==> config.mk <==
export PLATFORM = sky130hd
export DESIGN_NAME = hazard_stall_unit
export DESIGN_NICKNAME = d
export VERILOG_FILES = /design/src/rtl/hazard_stall_unit.sv
export SDC_FILE = /design/constraint.sdc
export NUM_CORES = 1
export LEC_CHECK = 0
export ABC_AREA = 1
export CORE_AREA = 2 2 47 49
export DETAILED_ROUTE_END_ITERATION = 10
export DIE_AREA = 0 0 49 51
export GPL_TIMING_DRIVEN = 0
export PLACE_DENSITY = 0.9
export SYNTH_ARGS = -nofsm -noshare
export SYNTH_HDL_FRONTEND = slang
export SYNTH_SLANG_ARGS = --single-unit
==> constraint.sdc <==
create_clock -name clk -period 2.1 [get_ports clk]
set_input_delay 0.42 -clock clk [delete_from_list [all_inputs] [get_ports clk]]
set_output_delay 0.42 -clock clk [all_outputs]
set_load 0.02 [all_outputs]
==> src/rtl/hazard_stall_unit.sv <==
`timescale 1ns/1ps
// hazard_stall_unit: stall, bubble and flush controls for load-use, HI/LO busy and taken-branch hazards.
// Optional build macro HAZARD_STALL_CNT_EN adds a saturating 16-bit stall cycle counter on stall_cycles.
module hazard_stall_unit #(
  parameter int MULDIV_LATENCY = 32,
  parameter int CNT_W          = 6
) (
  input  logic        clk,
  input  logic        rst_n,
  input  logic [4:0]  id_rs,
  input  logic [4:0]  id_rt,
  input  logic        id_uses_rt,
  input  logic        id_muldiv,
  input  logic        id_uses_hilo,
  input  logic        ex_mem_read,
  input  logic [4:0]  ex_dest,
  input  logic        ex_branch_taken,
  output logic        pc_write,
  output logic        ifid_write,
  output logic        idex_bubble,
  output logic        ifid_flush,
  output logic        muldiv_busy,
  output logic [15:0] stall_cycles
);

  typedef enum logic {IDLE = 1'b0, BUSY = 1'b1} state_t;

  state_t           state_q, state_d;
  logic [CNT_W-1:0] cnt_q, cnt_d;
  logic             load_use, hilo_haz, stall, issue;

  assign muldiv_busy = (state_q == BUSY);

  // A taken branch makes the ID instruction wrong-path, so it neither stalls nor issues.
  always_comb begin
    load_use = ex_mem_read && (ex_dest != 5'd0) &&
               ((ex_dest == id_rs) || (id_uses_rt && (ex_dest == id_rt)));
    hilo_haz = muldiv_busy && (id_muldiv || id_uses_hilo);
    stall    = (load_use || hilo_haz) && !ex_branch_taken;
    issue    = id_muldiv && !stall && !ex_branch_taken;
  end

  assign pc_write    = !stall;
  assign ifid_write  = !stall;
  assign idex_bubble = stall || ex_branch_taken;
  assign ifid_flush  = ex_branch_taken;

  // While BUSY any new mult/div is held by hilo_haz, so issue only matters in IDLE.
  always_comb begin
    state_d = state_q;
    cnt_d   = cnt_q;
    case (state_q)
      IDLE: begin
        if (issue) begin
          cnt_d   = CNT_W'(MULDIV_LATENCY);
          state_d = BUSY;
        end
      end
      BUSY: begin
        cnt_d = cnt_q - CNT_W'(1);
        if (cnt_q == CNT_W'(1)) state_d = IDLE;
      end
      default: begin
        state_d = IDLE;
        cnt_d   = '0;
      end
    endcase
  end

  always_ff @(posedge clk or negedge rst_n) begin
    if (!rst_n) begin
      state_q <= IDLE;
      cnt_q   <= '0;
    end else begin
      state_q <= state_d;
      cnt_q   <= cnt_d;
    end
  end

`ifdef HAZARD_STALL_CNT_EN
  logic [15:0] stall_cnt_q;

  always_ff @(posedge clk or negedge rst_n) begin
    if (!rst_n) begin
      stall_cnt_q <= 16'h0000;
    end else if (stall && (stall_cnt_q != 16'hFFFF)) begin
      stall_cnt_q <= stall_cnt_q + 16'd1;
    end
  end

  assign stall_cycles = stall_cnt_q;
`else
  assign stall_cycles = 16'h0000;
`endif

endmodule

# Word level (Yosys, flattened, before mapping)
# Index checks and enable logic that the tools add are counted.
[op_classes]
mux = 5
n_addsub = 1
reduce_logical = 14
div = 0
n_shift = 0
bitwise_logic = 1
n_eq_ne = 4
n_mul = 0
magnitude_cmp = 0
[op_table]
columns = ["operator", "count"]
rows = [
  ["$pmux W6 S2", 1],
  ["$eq A5 B5 Y1", 2],
  ["$logic_and A1 B1 Y1", 7],
  ["$eq A6 B1 Y1 const B", 1],
  ["$mux W6", 1],
  ["$sub A6 B1 Y6 const B", 1],
  ["$reduce_bool A5 Y1", 1],
  ["$logic_or A1 B1 Y1", 4],
  ["$logic_not A1 Y1", 2],
  ["$mux W1", 2],
  ["$ne A2 B2 Y1 const B", 1],
  ["$pmux W1 S2", 1],
  ["$not A1 Y1", 1],
]
[word_totals]
word_cells = 27
latch_bits = 0
mem_count = 0
in_bits = 22
romBits = 0
ram_bits = 0
register_bits = 7

# Logic depth before layout (Yosys ltp)
[logic_depth]
depth_word = 11
depth_mapped = 10
depth_no_buf = 10

# Worst setup path before layout
# OpenSTA, ideal clock, no wires.
[synth_path]
kind = "input -> output"
startpoint = "in ex_dest[3]"
endpoint = "out pc_write"
setup_slack_ns = 0.449
path_stages = 8
arrival_ns = 1.231
required_ns = 1.680
path_buffers = 1
cell_sequence = "inv_2 -> nand4_1 -> o21ai_0 -> inv_1 -> nand2_2 -> nand2_1 -> nand2_1 -> buf_4"
[synth_between]
elab_chain_len = 7
elab_cells_between_ends = 10
[synth_rtl]
columns = ["element", "line", "rtl"]
rows = [
  ["start, declared", "16", "input logic [4:0] ex_dest,"],
  ["$eq A5 B5 Y1", "37", "((ex_dest == id_rs) || (id_uses_rt && (ex_dest == id_rt)));"],
  ["$logic_and A1 B1 Y1", "37", ""],
  ["$logic_or A1 B1 Y1", "37", ""],
  ["$logic_and A1 B1 Y1 *", "36", "load_use = ex_mem_read && (ex_dest != 5'd0) &&"],
  ["$logic_or A1 B1 Y1 *", "39", "stall = (load_use || hilo_haz) && !ex_branch_taken;"],
  ["$logic_and A1 B1 Y1 *", "39", ""],
  ["$logic_not A1 Y1 *", "-", ""],
  ["end, declared", "18", "output logic pc_write,"],
]
# Mark *: on every way between the ends. The rest lies on a longest branch, timed or not.

# Worst setup path after layout
[layout_path]
startpoint = "in ex_branch_taken"
endpoint = "out ifid_flush"
[layout_rtl]
columns = ["element", "line", "rtl"]
rows = [
  ["start, declared", "17", "input logic ex_branch_taken,"],
  ["end, declared", "21", "output logic ifid_flush,"],
]
# No word-level cell between the ends.

==> out/summary.txt <==
Vias: 777
Antenna Nets Post-Route: 0
Grt met2 use: 25.1%
Core area: 0.00206 mm^2
Root buf cell: clkbuf_4
Mapped Area: 758 um^2
Cells after Synth: 122
Crit path DAT: 1.60 ns
Inst Count DP: 191
Met3 GRT Util: 0.292%
Met1 GRT Util: 15.0%
First-pass GRT wire length: 2.57 mm
Sequential area share after synthesis: 23.1%
DIE AREA: 0.00250 mm^2
Mean Syn Cell Area: 6.21 um^2
Max-Cap Viols: 0
Fin crit share: 96.0%
CP max FO: 2
CTS Sinks: 7
Post-Layout Cell Count: 196
CTS tree: done
RSZ-0062 raised after global routing: false
WL/cell: 7.80 um
R2r setup slk: 0.77 ns
Initial core utilization: 36.7%
Largest cells by area after synthesis: dfrtp_1, nand2_1, buf_4
Number of global-route vias before repair: 685
Warnings, synthesis: 0
Die height: 51 um
Final min period: 2.02 ns
Worst setup path class: in -> out
Library cells used by synthesis: 18
Synth cell count leaders: nand2_1, buf_4, inv_1
Core Rows: 17
Area leader, netlist: dfrtp_1
Overflow after GRT: 0
Pins Over Slew Limit: 0
Busiest grt layer: met2
Clk_skew: 0.00315 ns
Reg clk slew, reported paths: 0.05 ns
Hold WS: 0.430 ns
CTS HTree Levels: 1
Clk buf depth: 2
# DRC: 0
Vias/cell: 3.96
PortBufs: 26
CP Data Required Time: 1.68 ns
Fmax: 0.496 GHz
Startpoint class of the critical path: input port
Status: complete, no violations
CP Capture Type: output port
CTS buffer count: 3
ANT cells: 0
Most frequent cell after synthesis: nand2_1
Share of cells above drive strength 1: 23.2%
Seq cells post-synth: 7
Fillers: 205
Largest net degree at the start of global routing: 8
Placed wire-length estimate: 1.30 mm
HP Class: in -> async
Leakage: 0.000699 uW
Ys async rst share: 100%
Number of DRC markers in iteration 0: 8
Die Wd: 49 um
Top Ports: 43
Initial antenna violation count: 0
Area Growth Syn to Fin: 51.0%
GRT Util Overall: 13.2%
Post-synth top area share: 23.1%
Number of synthesized flops with an enable pin: 0
Pwr Density: 732 mW/mm^2
Final nets: 193
Maximum VDD drop: 0.389 mV
Final setup fails: 0
Detailed Routing Iterations Pass 1: 4
RePlAce Congestion: 0.805
Final Hold Viols: 0
Most used DFF post-synth: dfrtp_1
Worst skew pair latency: 0.25 ns
WL final: 1.53 mm
through the flow:
stage | worst slack, ns | instance area, um^2 | utilization, % | TNS [ns] | power, uW
floorplan | 0.449 | 815 | - | 0 | 580
global placement | -0.593 | 1110 | 53.8 | -1.56 | 697
detailed placement | -0.623 | 1110 | 53.8 | -1.63 | 719
CTS | 0.0379 | 1130 | 54.9 | 0 | 840
global route | 0.0135 | 1140 | 55.5 | 0 | 931
finish | 0.0836 | 1140 | 55.5 | 0 | 838
cell usage in the layout, fill, tap and decap left out, types with 3 or more instances in the layout:
cell,instances
nand2_1,39
buf_4,19
inv_1,17
conb_1,16
dlygate4sd2_1,13
nand3_1,8
dfrtp_1,7
clkdlybuf4s50_1,7
inv_2,6
nor2_1,6
xnor2_1,3
nand2_2,3
clkbuf_4,3
what timing repair did:
item	CTS	global route
buffers inserted	1	0
gates cloned	0	0
resized for setup	27	5
setup endpoints to repair	3	3
hold buffers	0	0
endpoints found under the hold margin	0	0
pin swaps	9	5
worst max-delay path, stage by stage:
cell	delay, ns
clkdlybuf4s50_1	0.48
buf_4	0.11
clkdlybuf4s50_1	0.59
logic make-up after synthesis:
kind of cell	Yosys count	synth area share (%)
simple gates	63	36.1
buf+inv	41	29.2
flops	7	23.1
compound gates	5	4.29
xor+xnor	3	3.47
fa+ha+maj	2	3.30
other cells	1	0.495
metal layers:
layer	part of all wire, %	wire length [um]	up-vias
li1	-	-	424
met1	45	681	324
met2	50	758	26
met3	4.4	68	3
met4	1.4	21	0
met5	0	0	-
path summary, 6_finish.rpt:
| kind | start | end | cells past startpoint |
|---|---|---|---|
| min in group clk | cnt_q[5]$_DFFE_PN0P_ | cnt_q[5]$_DFFE_PN0P_ | 2 |
| max | ex_branch_taken | ifid_flush | 3 |
| min | rst_n | cnt_q[5]$_DFFE_PN0P_ | 1 |
| max reg2reg | cnt_q[0]$_DFFE_PN0P_ | cnt_q[4]$_DFFE_PN0P_ | 8 |
| min reg2reg | cnt_q[5]$_DFFE_PN0P_ | cnt_q[5]$_DFFE_PN0P_ | 2 |
| max in group asynchronous | rst_n | cnt_q[1]$_DFFE_PN0P_ | 1 |
final cells by class:
type | instances | area [um^2] | area share [%]
sequential | 7 | 175 | 15.3
inverter | 23 | 86.3 | 7.54
buffer | 18 | 135 | 11.8
multi-input combinational | 89 | 428 | 37.4
tap | 28 | 35.0 | 3.06
timing repair buffer | 27 | 259 | 22.6
clock buffer | 4 | 26.3 | 2.30
report_power, final:
| group | leakage, uW | total (uW) | switching (uW) | internal [uW] |
|---|---|---|---|---|
| clock | 0.0000150 | 124 | 51.6 | 72.6 |
| sequential | 0.0000814 | 259 | 58.3 | 200 |
| combinational | 0.000603 | 455 | 248 | 207 |
sequential cells by signal, indices dropped and copies added (netlist names):
name and flops:
cnt_q 6, muldiv_busy 1
(Power assumes the default switching activity.)
